**config.mk**
```make
export PLATFORM = sky130hd
export DESIGN_NAME = uart_rx_engine
export DESIGN_NICKNAME = d
export VERILOG_FILES = /design/src/rtl/uart_rx_engine.sv
export SDC_FILE = /design/constraint.sdc
export NUM_CORES = 1
export LEC_CHECK = 0
export CAP_MARGIN = 20
export CORE_ASPECT_RATIO = 2
export CORE_MARGIN = 2
export CORE_UTILIZATION = 35
export CTS_CLUSTER_DIAMETER = 120
export DETAILED_ROUTE_END_ITERATION = 16
export PLACE_DENSITY = 0.55
export RECOVER_POWER = 50
export SLEW_MARGIN = 10
export SYNTH_ARGS = -nofsm -noshare
export SYNTH_HDL_FRONTEND = slang
export SYNTH_SLANG_ARGS = --single-unit
```
**constraint.sdc**
```tcl
create_clock -name clk -period 3.6 [get_ports clk]
set_clock_uncertainty 0.15 [all_clocks]
set_input_delay 0.72 -clock clk [delete_from_list [all_inputs] [get_ports clk]]
set_output_delay 0.72 -clock clk [all_outputs]
set_load 0.03 [all_outputs]
```
**src/rtl/uart_rx_engine.sv**
```systemverilog
// uart_rx_engine
// ---------------------------------------------------------------------------
// UART receive engine. The serial line is synchronised, the start bit is
// detected and confirmed at mid-bit, data bits are sampled once per bit
// time (LSB first), and then parity and the stop bit are checked. The
// decoded byte is presented with a ready flag and error flags.
//
// Ports
//   clk      in   system clock
//   reset    in   asynchronous reset, active low
//   rx       in   serial input (idles high, asynchronous to clk)
//   k        in   clocks per bit time (frames are received only if k >= 4)
//   eight    in   1 = 8 data bits, 0 = 7 data bits
//   pen      in   parity enable
//   ohel     in   parity sense: 1 = odd, 0 = even
//   rd       in   one-cycle host read strobe; clears rdy/perr/ferr/ovf
//   rx_data  out  received byte (bit 7 is 0 in 7-bit mode)
//   rdy      out  byte available
//   perr     out  parity error on the last frame
//   ferr     out  framing error (stop bit sampled low)
//   ovf      out  frame completed while rdy was still set
// ---------------------------------------------------------------------------
module uart_rx_engine #(
  parameter int DIV_W = 19
) (
  input  logic             clk,
  input  logic             reset,
  input  logic             rx,
  input  logic [DIV_W-1:0] k,
  input  logic             eight,
  input  logic             pen,
  input  logic             ohel,
  input  logic             rd,
  output logic [7:0]       rx_data,
  output logic             rdy,
  output logic             perr,
  output logic             ferr,
  output logic             ovf
);

  typedef enum logic [2:0] {
    IDLE  = 3'd0,
    START = 3'd1,
    DATA  = 3'd2,
    STOP  = 3'd3,
    DONE  = 3'd4
  } state_t;

  state_t           state_q, state_d;
  logic             sync1_q, sync2_q;
  logic [DIV_W-1:0] btc_q, btc_d;
  logic [3:0]       bc_q, bc_d;
  logic [9:0]       sr_q, sr_d;
  logic             stop_q, stop_d;
  logic [7:0]       data_q, data_d;
  logic             rdy_q, rdy_d;
  logic             perr_q, perr_d;
  logic             ferr_q, ferr_d;
  logic             ovf_q, ovf_d;

  logic             rxs;
  logic             k_ok;
  logic [DIV_W-1:0] half_bit;
  logic [DIV_W-1:0] last_cnt;
  logic [3:0]       nbits;
  logic [3:0]       bc_inc;
  logic [9:0]       frame_w;
  logic [7:0]       dec_data;

  // Received bits enter at sr[9] and move down, so after N shifts the frame
  // sits in the top N bits; shifting right by 10-N aligns the first bit at 0.
  function automatic logic [9:0] align_frame(input logic [9:0] sr,
                                             input logic [3:0] n);
    align_frame = sr >> (4'd10 - n);
  endfunction

  // Parity error: data xor parity bit must equal the selected sense.
  function automatic logic parity_error(input logic [7:0] data,
                                        input logic [9:0] w,
                                        input logic [3:0] n,
                                        input logic       en,
                                        input logic       odd);
    parity_error = en & ((^data) ^ w[n - 4'd1] ^ odd);
  endfunction

  assign rxs      = sync2_q;
  assign k_ok     = (k >= DIV_W'(4));
  assign half_bit = k >> 1;
  assign last_cnt = k - DIV_W'(1);
  assign nbits    = (eight ? 4'd8 : 4'd7) + {3'b000, pen};
  assign bc_inc   = bc_q + 4'd1;
  assign frame_w  = align_frame(sr_q, nbits);
  assign dec_data = eight ? frame_w[7:0] : {1'b0, frame_w[6:0]};

  // Two-flop synchroniser for the asynchronous serial input.
  always_ff @(posedge clk or negedge reset) begin
    if (!reset) begin
      sync1_q <= 1'b1;
      sync2_q <= 1'b1;
    end else begin
      sync1_q <= rx;
      sync2_q <= sync1_q;
    end
  end

  always_ff @(posedge clk or negedge reset) begin
    if (!reset) begin
      state_q <= IDLE;
      btc_q   <= '0;
      bc_q    <= '0;
      sr_q    <= 10'h3FF;
      stop_q  <= 1'b1;
      data_q  <= 8'h00;
      rdy_q   <= 1'b0;
      perr_q  <= 1'b0;
      ferr_q  <= 1'b0;
      ovf_q   <= 1'b0;
    end else begin
      state_q <= state_d;
      btc_q   <= btc_d;
      bc_q    <= bc_d;
      sr_q    <= sr_d;
      stop_q  <= stop_d;
      data_q  <= data_d;
      rdy_q   <= rdy_d;
      perr_q  <= perr_d;
      ferr_q  <= ferr_d;
      ovf_q   <= ovf_d;
    end
  end

  always_comb begin
    state_d = state_q;
    btc_d   = btc_q;
    bc_d    = bc_q;
    sr_d    = sr_q;
    stop_d  = stop_q;
    data_d  = data_q;
    rdy_d   = rdy_q;
    perr_d  = perr_q;
    ferr_d  = ferr_q;
    ovf_d   = ovf_q;

    // Host read clears the flags; a frame completing in the same cycle
    // overrides this below.
    if (rd) begin
      rdy_d  = 1'b0;
      perr_d = 1'b0;
      ferr_d = 1'b0;
      ovf_d  = 1'b0;
    end

    unique case (state_q)
      IDLE: begin
        btc_d = '0;
        if (k_ok && !rxs) begin
          state_d = START;
        end
      end

      // Confirm the start bit at mid-bit; a high line means a glitch.
      START: begin
        if (btc_q == half_bit) begin
          btc_d = '0;
          if (!rxs) begin
            state_d = DATA;
            bc_d    = '0;
          end else begin
            state_d = IDLE;
          end
        end else begin
          btc_d = btc_q + DIV_W'(1);
        end
      end

      DATA: begin
        if (btc_q == last_cnt) begin
          btc_d = '0;
          sr_d  = {rxs, sr_q[9:1]};
          bc_d  = bc_inc;
          if (bc_inc == nbits) begin
            state_d = STOP;
          end
        end else begin
          btc_d = btc_q + DIV_W'(1);
        end
      end

      STOP: begin
        if (btc_q == last_cnt) begin
          btc_d   = '0;
          stop_d  = rxs;
          state_d = DONE;
        end else begin
          btc_d = btc_q + DIV_W'(1);
        end
      end

      DONE: begin
        btc_d   = '0;
        data_d  = dec_data;
        perr_d  = parity_error(dec_data, frame_w, nbits, pen, ohel);
        ferr_d  = ~stop_q;
        ovf_d   = rdy_q;
        rdy_d   = 1'b1;
        state_d = IDLE;
      end

      default: begin
        btc_d   = '0;
        state_d = IDLE;
      end
    endcase
  end

  assign rx_data = data_q;
  assign rdy     = rdy_q;
  assign perr    = perr_q;
  assign ferr    = ferr_q;
  assign ovf     = ovf_q;

endmodule

```
Word-level counts from Yosys, hierarchy flattened:

Cells that the tools add are included.

* input port bits: 26
* flip-flop bits (word level): 51
* output and inout port bits: 12

* bitwise gates (word level): 4
* reductions and logical operators: 11
* order comparisons: 2
* multiplexer cells: 23
* shifts and indexed selects: 1
* equality and inequality tests: 13
* $add $sub $neg: 6

Operator list (number)
* 19-bit two-way mux: 2
* 19-bit case mux with 2 select lines: 1
* 19-bit by 1-bit adder with 19-bit output (second input constant): 1
* 19-bit by 18-bit equality test with 1-bit output: 1
* 19-bit equality test: 1
* 19-bit by 3-bit greater-or-equal comparator with 1-bit output (second input constant): 1
* 19-bit by 1-bit subtractor with 19-bit output (second input constant): 1
* 4-bit two-way mux: 4
* 3-bit two-way mux: 5
* 2-bit != test (second input constant): 6
* 3-bit case mux with 4 select lines: 1
* 10-bit by 4-bit >> shifter with 10-bit output: 1
* 8-bit two-way mux: 1
* 4-bit case mux with 2 select lines: 1
* 8-bit XOR reduction: 1
* 3-bit by 2-bit equality test with 1-bit output (second input constant): 2
* 1-bit two-way mux: 6
* 4-bit by 5-bit < comparator with 1-bit output (second input constant): 1
* 5-bit AND reduction: 1
* 4-bit by 1-bit adder with 4-bit output: 1
* 4-bit by 1-bit adder with 4-bit output (second input constant): 1
* 1-bit binary-select mux with 4-bit select: 1
* 4-bit equality test: 1
* 2-bit AND reduction: 2
* 14 further kinds: 16

Logic depth before layout (Yosys ltp):

* depth after elaboration: 10
* depth in mapped cells: 11
* gate-level depth less buffers: 10

Least setup slack after synthesis:

OpenSTA, ideal clock, no wires.

* path kind: input port to flip-flop
* start: input port k[0]
* end: register btc_q[0]
* library setup time: 0.129 ns
* path slack: -0.129 ns
* data required time: 3.321 ns
* cell stages on the path: 11
* arrival: 3.450 ns
* cells stage by stage: inv_1 -> ha_1 -> or4b_1 -> or4b_4 -> nor3b_1 -> a211o_1 -> a31oi_2 -> or4_4 -> a21oi_4 -> buf_6 -> nor2_1

* cells in the longest elaborated chain, start to end: 4

Ends and longest elaborated chain
* start, declared: RTL line 29 `input logic [DIV_W-1:0] k,`
* 19-bit by 1-bit subtractor with 19-bit output: RTL line 89 `assign last_cnt = k - DIV_W'(1);`
* 19-bit equality test: RTL line 177, 190
* 19-bit two-way mux: RTL line 177, 190
* 19-bit case mux with 2 select lines: RTL line 153 `unique case (state_q)`
* named net btc_d[0]: RTL line 51 `logic [DIV_W-1:0] btc_q, btc_d;`
* end signal, assigned: RTL line 120 `btc_q <= btc_d;`
* end, declared: RTL line 51

The timed path passes the listed nets, and every way through them passes these cells.
A chain may end at the register's enable or synchronous reset.

Worst setup path after layout:

* start: input port k[3]
* end: register btc_q[18]

* cells in the longest elaborated chain, start to end: 4
* elaborated cells on any way between the ends: 6
* those cells by class: add/sub: 1; eq/ne: 2; mux: 3

Ends and longest elaborated chain (RTL line)
* 19-bit by 1-bit subtractor with 19-bit output: 89
* 19-bit equality test: 177, 190
* 19-bit two-way mux: 177, 190
* 19-bit case mux with 2 select lines *: 153
* named net btc_d[18]: 51

Mark *: on every way through the listed nets, which the timed path passes. The rest lies on a longest branch.

==> results.md <==
- Hold path start: sync1_q
- Detailed route wirelength on metal2: between 6 and 7 mm
- Max Clock Freq: around 280 MHz
- Fraction of the cycle the final worst path needs: 99.8%
- Worst slack, placed: -0.463 ns
- Startpoint types: primary input
- CP bufs+invs: 3
- Top FF cell, synth: dfrtp_1
- Buffers on Ports: 37
- Finished Layout Cells: ~630
- Sequential-to-total area share from yosys stat: between 30% and 40%
- Nets: about 530
- CTS sink cnt: roughly 50
- Synthesized Nets: 434
- Area delta synth->final: 32.9%
- Total vias in the final route: approximately 3,300
- Iter 0 DRT Violations: 100
- Root buffer cell: clkbuf_16
- Number of synthesized register bits: 51
- Highest metal layer with signal wires: met4
- Most frequent cell after synthesis: nand2_1
- Synth Area per Inst: roughly 9.2 sq um
- Initial core utilization: a little over a third
- H-tree depth: 2
- Max Root-Sink Buffers: 2
- Worst Setup Path Type: primary input to flop
- # hold bufs at CTS: 0
- Total clock buffers created by CTS: 5
- Slew Limit Fails: 0
- Crit path cell chain: dlygate4sd2_1, buf_4, nor3_1, nand3_2, or4_4, a22oi_2, nand2_1, or4_4, a21oi_4, clkbuf_16, nor2_1
- Unique masters post-synth: between 50 and 60
- P per Cell Area: around 300 nW/um^2
- Setup ws final: between 0.006 and 0.007 ns
- Worst skew pair latency: ~0.30 ns
- CP Max Fanout: 5
- Async S/R FF share, synth: 100%
- Hold Fails Final Rpt: 0
- VDD IR max: 0.000251 V
- Post-route cell area: 4900 sq um
- Final setup violation count: 0
- Placed Instance Area: roughly 4600 sq um
- Wire per inst: 17.0 um
- Gr ovfl total: 0
- Lkg Pwr: roughly 2.1 nW
- Tmin final: around 3.6 ns
- Synth top area cells: dfrtp_1, xor2_1, dfstp_2
- Worst EP required: 3.64 ns
- GR Util All Layers: between 10% and 20%
- Layout cell share with drive strength beyond 1: around a quarter
- N_diodes: 0
- # fillers: approximately 1,100
- Worst slew margin: about 22%
- Vias in the first global route: between 3,000 and 4,000
- Reg clk slew, reported paths: around 0.070 ns
- Router iterations before antenna repair: 4
- # Max-Cap Violations: 0
- Final wirelength: 10.8 mm
- Cell Area, Synth: about 3700 sq um
- Placed Instances: 617
- Top cell by count, worst path: or4_4
- Die height: ~150 um
- Synth area leader: dfrtp_1
- # rows: 53
- Antenna-violating nets left: 0
- CP peak stage delay: 0.57 ns
- Vias/cell: about 5.2
- Slack of the worst reg-to-reg path: 0.46 ns
- Initial antenna violation count: 0
- Synth Warn #: 0
- Post-synth EDFFs: 0
- CTS tree: built
- Top-level port count: 38
- M1 WL: 3.40 mm
- GPL Wtd Cong: around 0.87
- Commonest cells in the netlist: nand2_1, xor2_1, dfrtp_1
- Gate Count Post-Synth: between 400 and 500
- Outcome: finished clean
- Largest net degree at the start of global routing: 22
- Met3 Routed Length: 328 um
- Min-Delay Path Class: flop to flop
- Tot Pwr: roughly 1.5 mW
- Slowest cell on crit path: or4_4
- Core Region: 10,400 sq um
- DRC: 0
- Hpwl dp: between 8 and 9 mm
- Die footprint: about 11,000 sq um
- First-pass GRT wire length: approximately 17 mm
- Crit end category: flop
- Worst EP arrival: about 3.6 ns
- Slew @ Worst Pin: around 1.2 ns
- Die Width: roughly 77 um
- CP top delay family: simple AND/OR/NAND/NOR gates
- Critical path origin: k[3]
- Synth top area share: between 20% and 30%
- FF-to-FF Start: btc_q[13]
==> sequential cells by signal, summed over array words and instances, names as in the netlist <==
| register | flops |
|---|---|
| state_q | 3 |
| btc_q | 19 |
| rx_data | 8 |
| rxs | 1 |
| stop_q | 1 |
| bc_q | 4 |
| sr_q | 10 |
| ovf | 1 |
| sync1_q | 1 |
| perr | 1 |
| rdy | 1 |
| ferr | 1 |
==> placed cells by master, fill, tap and decap left out, types with 8 or more instances in the layout <==
cell	Yosys	final
nor3_1	10	9
nand2_1	48	48
dfstp_2	13	13
a21oi_1	11	11
inv_1	11	11
dfrtp_1	38	38
nand4_1	9	9
xor2_1	40	40
nor2_1	35	35
nand3_1	14	13
buf_4	0	65
xnor2_1	28	28
clkdlybuf4s50_1	0	22
dlygate4sd2_1	0	8
and3_1	8	8
o21ai_0	14	14
==> layout make-up <==
class                      instances  area [sq um]  area share, %
clock inverter                     2          12.5          0.255
multi-input combinational        317          2330           47.5
inverter                          11          41.3          0.843
clock buffer                       6           129           2.63
tap                              137           171           3.50
sequential                        51          1290           26.4
timing repair buffer             108           923           18.8
==> layer usage <==
metal	vias to the layer above	track usage (%)
li1	1589	-
met1	1583	16.3
met2	89	39.4
met3	37	2.24
met4	0	13.5
met5	-	0
==> final timing paths <==
kind / cells past startpoint / endpoint
max: 11 / btc_q[18]
max reg2reg: 9 / btc_q[18]
min in group asynchronous: 1 / ovf
min reg2reg: 0 / rxs
max in group asynchronous: 2 / btc_q[3]
min: 0 / rxs
==> per-stage QoR <==
step / TNS, ns / utilization [%] / hold slack [ns]
2_1_floorplan: -0.0000902 / - / 0.195
3_3_place_gp: -11.34 / 44.6 / 0.200
3_5_place_dp: -13.42 / 44.6 / 0.198
4_1_cts: 0 / 46.3 / 0.210
5_1_grt: -0.333 / 47.1 / 0.218
6_report: 0 / 47.1 / 0.211
==> power breakdown <==
part / leakage (nW) / internal [mW] / switching, mW
Sequential: 0.592 / 0.602 / 0.0549
Clock: 0.0669 / 0.258 / 0.231
Combinational: 1.42 / 0.163 / 0.165
Total: 2.08 / 1.02 / 0.451
==> kinds of logic after synthesis <==
logic type,synth area share (%)
adders and majority gates,2.38
muxes,7.64
DFF,35.1
AOI/OAI and AO/OA,10.4
xor gates and xnor gates,16.8
buffers and inverters,4.04
and+or+nand+nor,23.7
==> timing repair <==
| action | CTS | global route |
|---|---|---|
| buffers inserted | 4 | 1 |
| setup endpoints to repair | 29 | 27 |
| cloned | 0 | 2 |
| endpoints found under the hold margin | 0 | 0 |
| pin swaps | 11 | 11 |
| resized for setup | 15 | 14 |
No activity file was read; power rests on OpenSTA's default activity.
